File: src/rtl/if_sweep_pkg.sv
// if_sweep_pkg: shared state encoding and widths for the IfEnt operand sweeper.
//   sweep_state_t : sweep FSM states
//   CHK_W         : checksum width
//   SETTLE_W      : settle counter width (SETTLE up to 15)
package if_sweep_pkg;
    typedef enum logic [2:0] {IDLE, DRIVE, CAPTURE, HOLD, ADVANCE, FIN, DONE} sweep_state_t;
    localparam int CHK_W = 16;
    localparam int SETTLE_W = 4;
endpackage

File: src/rtl/if_sweep_chk.sv
// if_sweep_chk: rotate-left-then-xor checksum over accepted result bytes.
//   clk, rst_n : clock, async active-low reset
//   clr        : synchronous clear (sweep start)
//   en         : fold din into the checksum (record accepted)
//   din        : sampled result value
//   chk        : running checksum
module if_sweep_chk
    import if_sweep_pkg::*;
#(
    parameter int NX = 8
) (
    input  logic             clk,
    input  logic             rst_n,
    input  logic             clr,
    input  logic             en,
    input  logic [NX-1:0]    din,
    output logic [CHK_W-1:0] chk
);
    always_ff @(posedge clk or negedge rst_n) begin
        if (!rst_n)
            chk <= '0;
        else if (clr)
            chk <= '0;
        else if (en)
            chk <= {chk[CHK_W-2:0], chk[CHK_W-1]} ^ CHK_W'(din);
    end
endmodule

File: src/rtl/if_operand_sweeper.sv
// if_operand_sweeper: sweeps every (A,B) grid point through an IfEnt datapath and streams {A,B,X} records.
//   clk, rst_n        : clock, async active-low reset
//   start             : begin sweep (honoured in IDLE/DONE only)
//   busy, done        : sweep in progress / sweep complete (level)
//   a_out, b_out      : operands driven to the datapath
//   xin               : datapath result
//   res_valid/ready   : record handshake; res_a/res_b/res_x record payload
//   count             : records accepted since start (saturating)
//   chk               : result checksum, present only when IF_SWEEP_CHK_EN is defined, else 0
module if_operand_sweeper
    import if_sweep_pkg::*;
#(
    parameter int NX     = 8,
    parameter int B_STEP = 1,
    parameter int SETTLE = 1
) (
    input  logic             clk,
    input  logic             rst_n,
    input  logic             start,
    output logic             busy,
    output logic             done,
    output logic [NX-1:0]    a_out,
    output logic [NX-1:0]    b_out,
    input  logic [NX-1:0]    xin,
    output logic             res_valid,
    input  logic             res_ready,
    output logic [NX-1:0]    res_a,
    output logic [NX-1:0]    res_b,
    output logic [NX-1:0]    res_x,
    output logic [2*NX:0]    count,
    output logic [CHK_W-1:0] chk
);
    sweep_state_t state, state_nx;
    logic [SETTLE_W-1:0] settle_cnt;
    logic [NX:0] b_sum;
    logic go, acc, carry;

    assign go    = start && (state == IDLE || state == DONE);
    assign acc   = res_valid && res_ready;
    // one extra bit so the carry out of B marks the end of a row
    assign b_sum = {1'b0, b_out} + (NX+1)'(B_STEP);
    assign carry = b_sum[NX];

    always_comb begin
        state_nx = state;
        case (state)
            IDLE, DONE: state_nx = go ? DRIVE : state;
            DRIVE:      state_nx = (settle_cnt == SETTLE_W'(SETTLE - 1)) ? CAPTURE : DRIVE;
            CAPTURE:    state_nx = HOLD;
            HOLD:       state_nx = acc ? ADVANCE : HOLD;
            ADVANCE:    state_nx = (carry && &a_out) ? FIN : DRIVE;
            FIN:        state_nx = DONE;
            default:    state_nx = IDLE;
        endcase
    end

    always_ff @(posedge clk or negedge rst_n) begin
        if (!rst_n) begin
            state      <= IDLE;
            settle_cnt <= '0;
            a_out      <= '0;
            b_out      <= '0;
            res_valid  <= 1'b0;
            res_a      <= '0;
            res_b      <= '0;
            res_x      <= '0;
            count      <= '0;
            busy       <= 1'b0;
            done       <= 1'b0;
        end else begin
            state      <= state_nx;
            settle_cnt <= (state == DRIVE) ? settle_cnt + 1'b1 : '0;
            if (go) begin
                a_out <= '0;
                b_out <= '0;
                count <= '0;
                busy  <= 1'b1;
                done  <= 1'b0;
            end
            if (state == CAPTURE) begin
                res_a     <= a_out;
                res_b     <= b_out;
                res_x     <= xin;
                res_valid <= 1'b1;
            end
            if (state == HOLD && acc) begin
                res_valid <= 1'b0;
                if (!(&count))
                    count <= count + 1'b1;
            end
            if (state == ADVANCE) begin
                b_out <= carry ? '0 : b_sum[NX-1:0];
                if (carry)
                    a_out <= a_out + 1'b1;
            end
            if (state == FIN) begin
                busy <= 1'b0;
                done <= 1'b1;
            end
        end
    end

`ifdef IF_SWEEP_CHK_EN
    if_sweep_chk #(.NX(NX)) u_chk (
        .clk   (clk),
        .rst_n (rst_n),
        .clr   (go),
        .en    (acc),
        .din   (res_x),
        .chk   (chk)
    );
`else
    assign chk = '0;
`endif
endmodule

File: config.mk
export PLATFORM = sky130hd
export DESIGN_NAME = if_operand_sweeper
export DESIGN_NICKNAME = d
export VERILOG_FILES = /design/src/rtl/if_sweep_pkg.sv /design/src/rtl/if_sweep_chk.sv /design/src/rtl/if_operand_sweeper.sv
export SDC_FILE = /design/constraint.sdc
export NUM_CORES = 1
export LEC_CHECK = 0
export CORE_MARGIN = 10
export CORE_UTILIZATION = 51
export CTS_BUF_LIST = sky130_fd_sc_hd__clkbuf_4
export CTS_CLUSTER_DIAMETER = 120
export DETAILED_ROUTE_END_ITERATION = 10
export GPL_TIMING_DRIVEN = 0
export PLACE_DENSITY = 0.84
export SYNTH_ARGS = -nofsm -noshare
export SYNTH_HDL_FRONTEND = slang
export SYNTH_SLANG_ARGS = --single-unit
File: constraint.sdc
create_clock -name clk -period 4.6 [get_ports clk]
set_input_delay 0.92 -clock clk [delete_from_list [all_inputs] [get_ports clk]]
set_output_delay 0.92 -clock clk [all_outputs]
set_load 0.02 [all_outputs]
==> impl_metrics.env <==
export IMPL_groute_usage_overall=0.156
export IMPL_detail_route_drc_violations=0
export IMPL_cts_hold_buffers=0
export IMPL_synth_top_cells_by_count="dfrtp_1 (67), nand2_1 (28), mux2_2 (26), buf_4 (17)"
export IMPL_hold_path_class="reg -> reg"
export IMPL_worstSetupStartpointType="flop"
export IMPL_clock_transition_at_the_registers_of_the_reported_paths_ns=0.11
export IMPL_synth_flop_cell="dfrtp_1"
export IMPL_cp_arrival_ns=3.18
export IMPL_fmax_mhz=346
export IMPL_crit_slowest_cell="dfrtp_1"
export IMPL_result_of_the_run="finished, final reports clean"
export IMPL_synth_most_common_cell="dfrtp_1"
export IMPL_timing_final_setup_violations=0
export IMPL_critPathMaxStageDelay_ns=0.45
export IMPL_post_cts_resized=0
export IMPL_die_span_in_y_um=99.7
export IMPL_synth_enable_flop_cells=0
export IMPL_asyncSetResetFlopFracSynth=1.00
export IMPL_htreeDepth=3
export IMPL_initial_core_util=0.535
export IMPL_via_count=2549
export IMPL_firstDrtPassIters=4
export IMPL_cts_repair_timing_setup_buffer_count=0
export IMPL_path_delay_family="simple AND/OR/NAND/NOR gates"
export IMPL_synth_yosys_seq_area_share=0.517
export IMPL_max_cap_violations=0
export IMPL_routed_via_density=5.39
export IMPL_num_nets_final=411
export IMPL_cellPowerDensity_nw_per_um2=488
export IMPL_finalWorstSetupSlack_ns=1.71
export IMPL_cp_required_ns=4.89
export IMPL_worstMarginPinSlew_ns=0.842
export IMPL_crit_path_cell_trace="and4_1 -> nand4_1 -> clkbuf_1 -> nor3_1 -> ha_1 -> and4b_1 -> clkbuf_1 -> nand3_1 -> o311ai_0 -> o41ai_1"
export IMPL_path_buf_inv=2
export IMPL_number_of_antenna_violations_at_the_first_check_in_global_routing=0
export IMPL_synthesized_cell_area_um2=3240
export IMPL_crit_fanout=10
export IMPL_die_w_um=99.7
export IMPL_placement_io_buffers=71
export IMPL_slew_violations=0
export IMPL_leakage_uw=0.00197
export IMPL_tritoncts="built"
export IMPL_postSynthAreaPerCell_um2=10.9
export IMPL_fin_total_pwr_uw=2070
export IMPL_hold_violations=0
export IMPL_synth_cell_types=43
export IMPL_detailedPlacementHpwl_um=5550
export IMPL_floorplan_die_area_um2=9940
export IMPL_totalNegativeSetupSlack_ns=0
export IMPL_coreArea_um2=6060
export IMPL_grt_first_pass_wirelength_um=12700
export IMPL_postLayoutCellArea_um2=4240
export IMPL_timing_max_slew_rel_slack=0.439
export IMPL_placement_cell_area_um2=4100
export IMPL_clock_skew_final_ns=0.0113
export IMPL_synth_seq_cells=67
export IMPL_floorplan_io_pins=88
export IMPL_antenna_violating_nets_post_route=0
export IMPL_area_growth_synth_to_final_pct=30.7
export IMPL_grt_ovfl_total=0
export IMPL_grt_max_degree=68
export IMPL_synthTopCellsByArea="dfrtp_1 (52%), mux2_2 (9.0%), buf_4 (3.9%)"
export IMPL_wl_per_cell_um=16.1
export IMPL_totalWireLength_um=7620
export IMPL_clock_buffers_created_by_tritoncts=9
export IMPL_synth_top_area_share=0.517
export IMPL_cts_root_buffer_cell="clkbuf_4"
export IMPL_drt_iter0_markers=136
export IMPL_dp_slack_ns=1.80
export IMPL_cts_buffer_depth=2
export IMPL_crit_path_end_kind="flop"
export IMPL_layout_worst_path_cycle_share=0.629
export IMPL_final_min_clock_period_ns=2.89
export IMPL_rsz0062_at_grt="false"
export IMPL_worst_setup_path_type="reg -> reg"
export IMPL_synth_top_area_cell="dfrtp_1"
export IMPL_insertedDiodeCount=0
export IMPL_final_layout_size_suffix_gt1_frac=0.171
export IMPL_yosys_warnings=0
export IMPL_irDropWorstVdd_mv=0.389
export IMPL_numClockSinks=67
export IMPL_fp_row_count=28
export IMPL_final_core_utilization=0.699
export IMPL_crit_top_cell="clkbuf_1"
export IMPL_clk_latency_ns=0.41
export IMPL_first_global_vias=2618
export IMPL_gpl_final_weighted_congestion=0.826
export IMPL_netlist_instances=296
-- sequential cells by signal, indices dropped and copies added (netlist names) --
register / cells
a_out: 8
state: 3
count: 17
res_b: 8
settle_cnt: 4
res_a: 8
busy: 1
b_out: 8
res_valid: 1
res_x: 8
done: 1
-- path summary, 6_finish.rpt --
kind	from	to	slack, ns	cells past startpoint
worst max-delay path	count[4]	count[15]	1.71	10
worst min-delay path	count[9]	count[9]	0.50	1
worst max register to register	count[4]	count[15]	1.71	10
worst min register to register	count[9]	count[9]	0.50	1
max in group asynchronous	rst_n	res_x[2]	3.45	1
min in group asynchronous	rst_n	res_a[2]	0.60	1
-- metrics by stage --
stage               hold slack [ns]  instances
floorplan                     0.450        311
global placement              0.468        457
detailed placement            0.495        457
CTS                           0.511        473
global route                  0.525        473
finish                        0.503        473
-- placed cells by master (no fill, tap or decap), types with 4 or more instances in the layout --
master            n
clkdlybuf4s50_1  70
dfrtp_1          67
nand2_1          28
mux2_2           26
buf_4            18
nor2_1           16
o21ai_0          16
conb_1           16
nand3_1          14
clkbuf_4         13
mux2i_1          11
nand4_1          10
a21oi_1           9
inv_1             8
and3_1            6
ha_1              6
clkbuf_1          5
xor2_1            5
buf_2             4
o311ai_0          4
o41ai_1           4
-- worst register-to-register path, delay by kind of cell (launching register included) --
family	cells	cell delay [ns]
compound gates	2	0.51
fa+ha+maj	1	0.21
buf+inv	2	0.59
flops	1	0.45
simple gates	5	1.01
-- power by group --
| part | total (uW) | internal, uW | switching, uW |
|---|---|---|---|
| clock network | 391 | 188 | 203 |
| logic | 846 | 396 | 450 |
| registers | 830 | 716 | 114 |
| total | 2070 | 1300 | 767 |
-- metal layers --
| layer | vias to the layer above | GRT usage | share of wire |
|---|---|---|---|
| li1 | 1223 | - | - |
| met1 | 1243 | 0.179 | 0.41 |
| met2 | 70 | 0.255 | 0.49 |
| met3 | 13 | 0.0637 | 0.086 |
| met4 | 0 | 0.0573 | 0.014 |
| met5 | - | 0 | 0 |
-- logic make-up (layout without fill, tap and decap cells) --
family	after synthesis	count (layout)	share of synthesized area
muxes	37	37	0.124
adders and majority gates	6	6	0.0232
DFF	67	67	0.517
other	1	16	0.00116
buffers and inverters	34	121	0.0606
xor gates and xnor gates	8	8	0.0216
AOI/OAI and AO/OA	46	46	0.0888
and+or+nand+nor	97	97	0.163
-- layout make-up --
| cell class | instances | area (um2) |
|---|---|---|
| fillers | 477 | 1830 |
| flip-flops and latches | 67 | 1680 |
| multi-input cells | 210 | 1420 |
| repair buffers | 71 | 708 |
| plain buffers | 26 | 166 |
| clock buffers | 13 | 97.6 |
| well taps | 75 | 93.8 |
| clock inverters | 3 | 38.8 |
| inverters | 8 | 30.0 |
(Power assumes the default switching activity.)
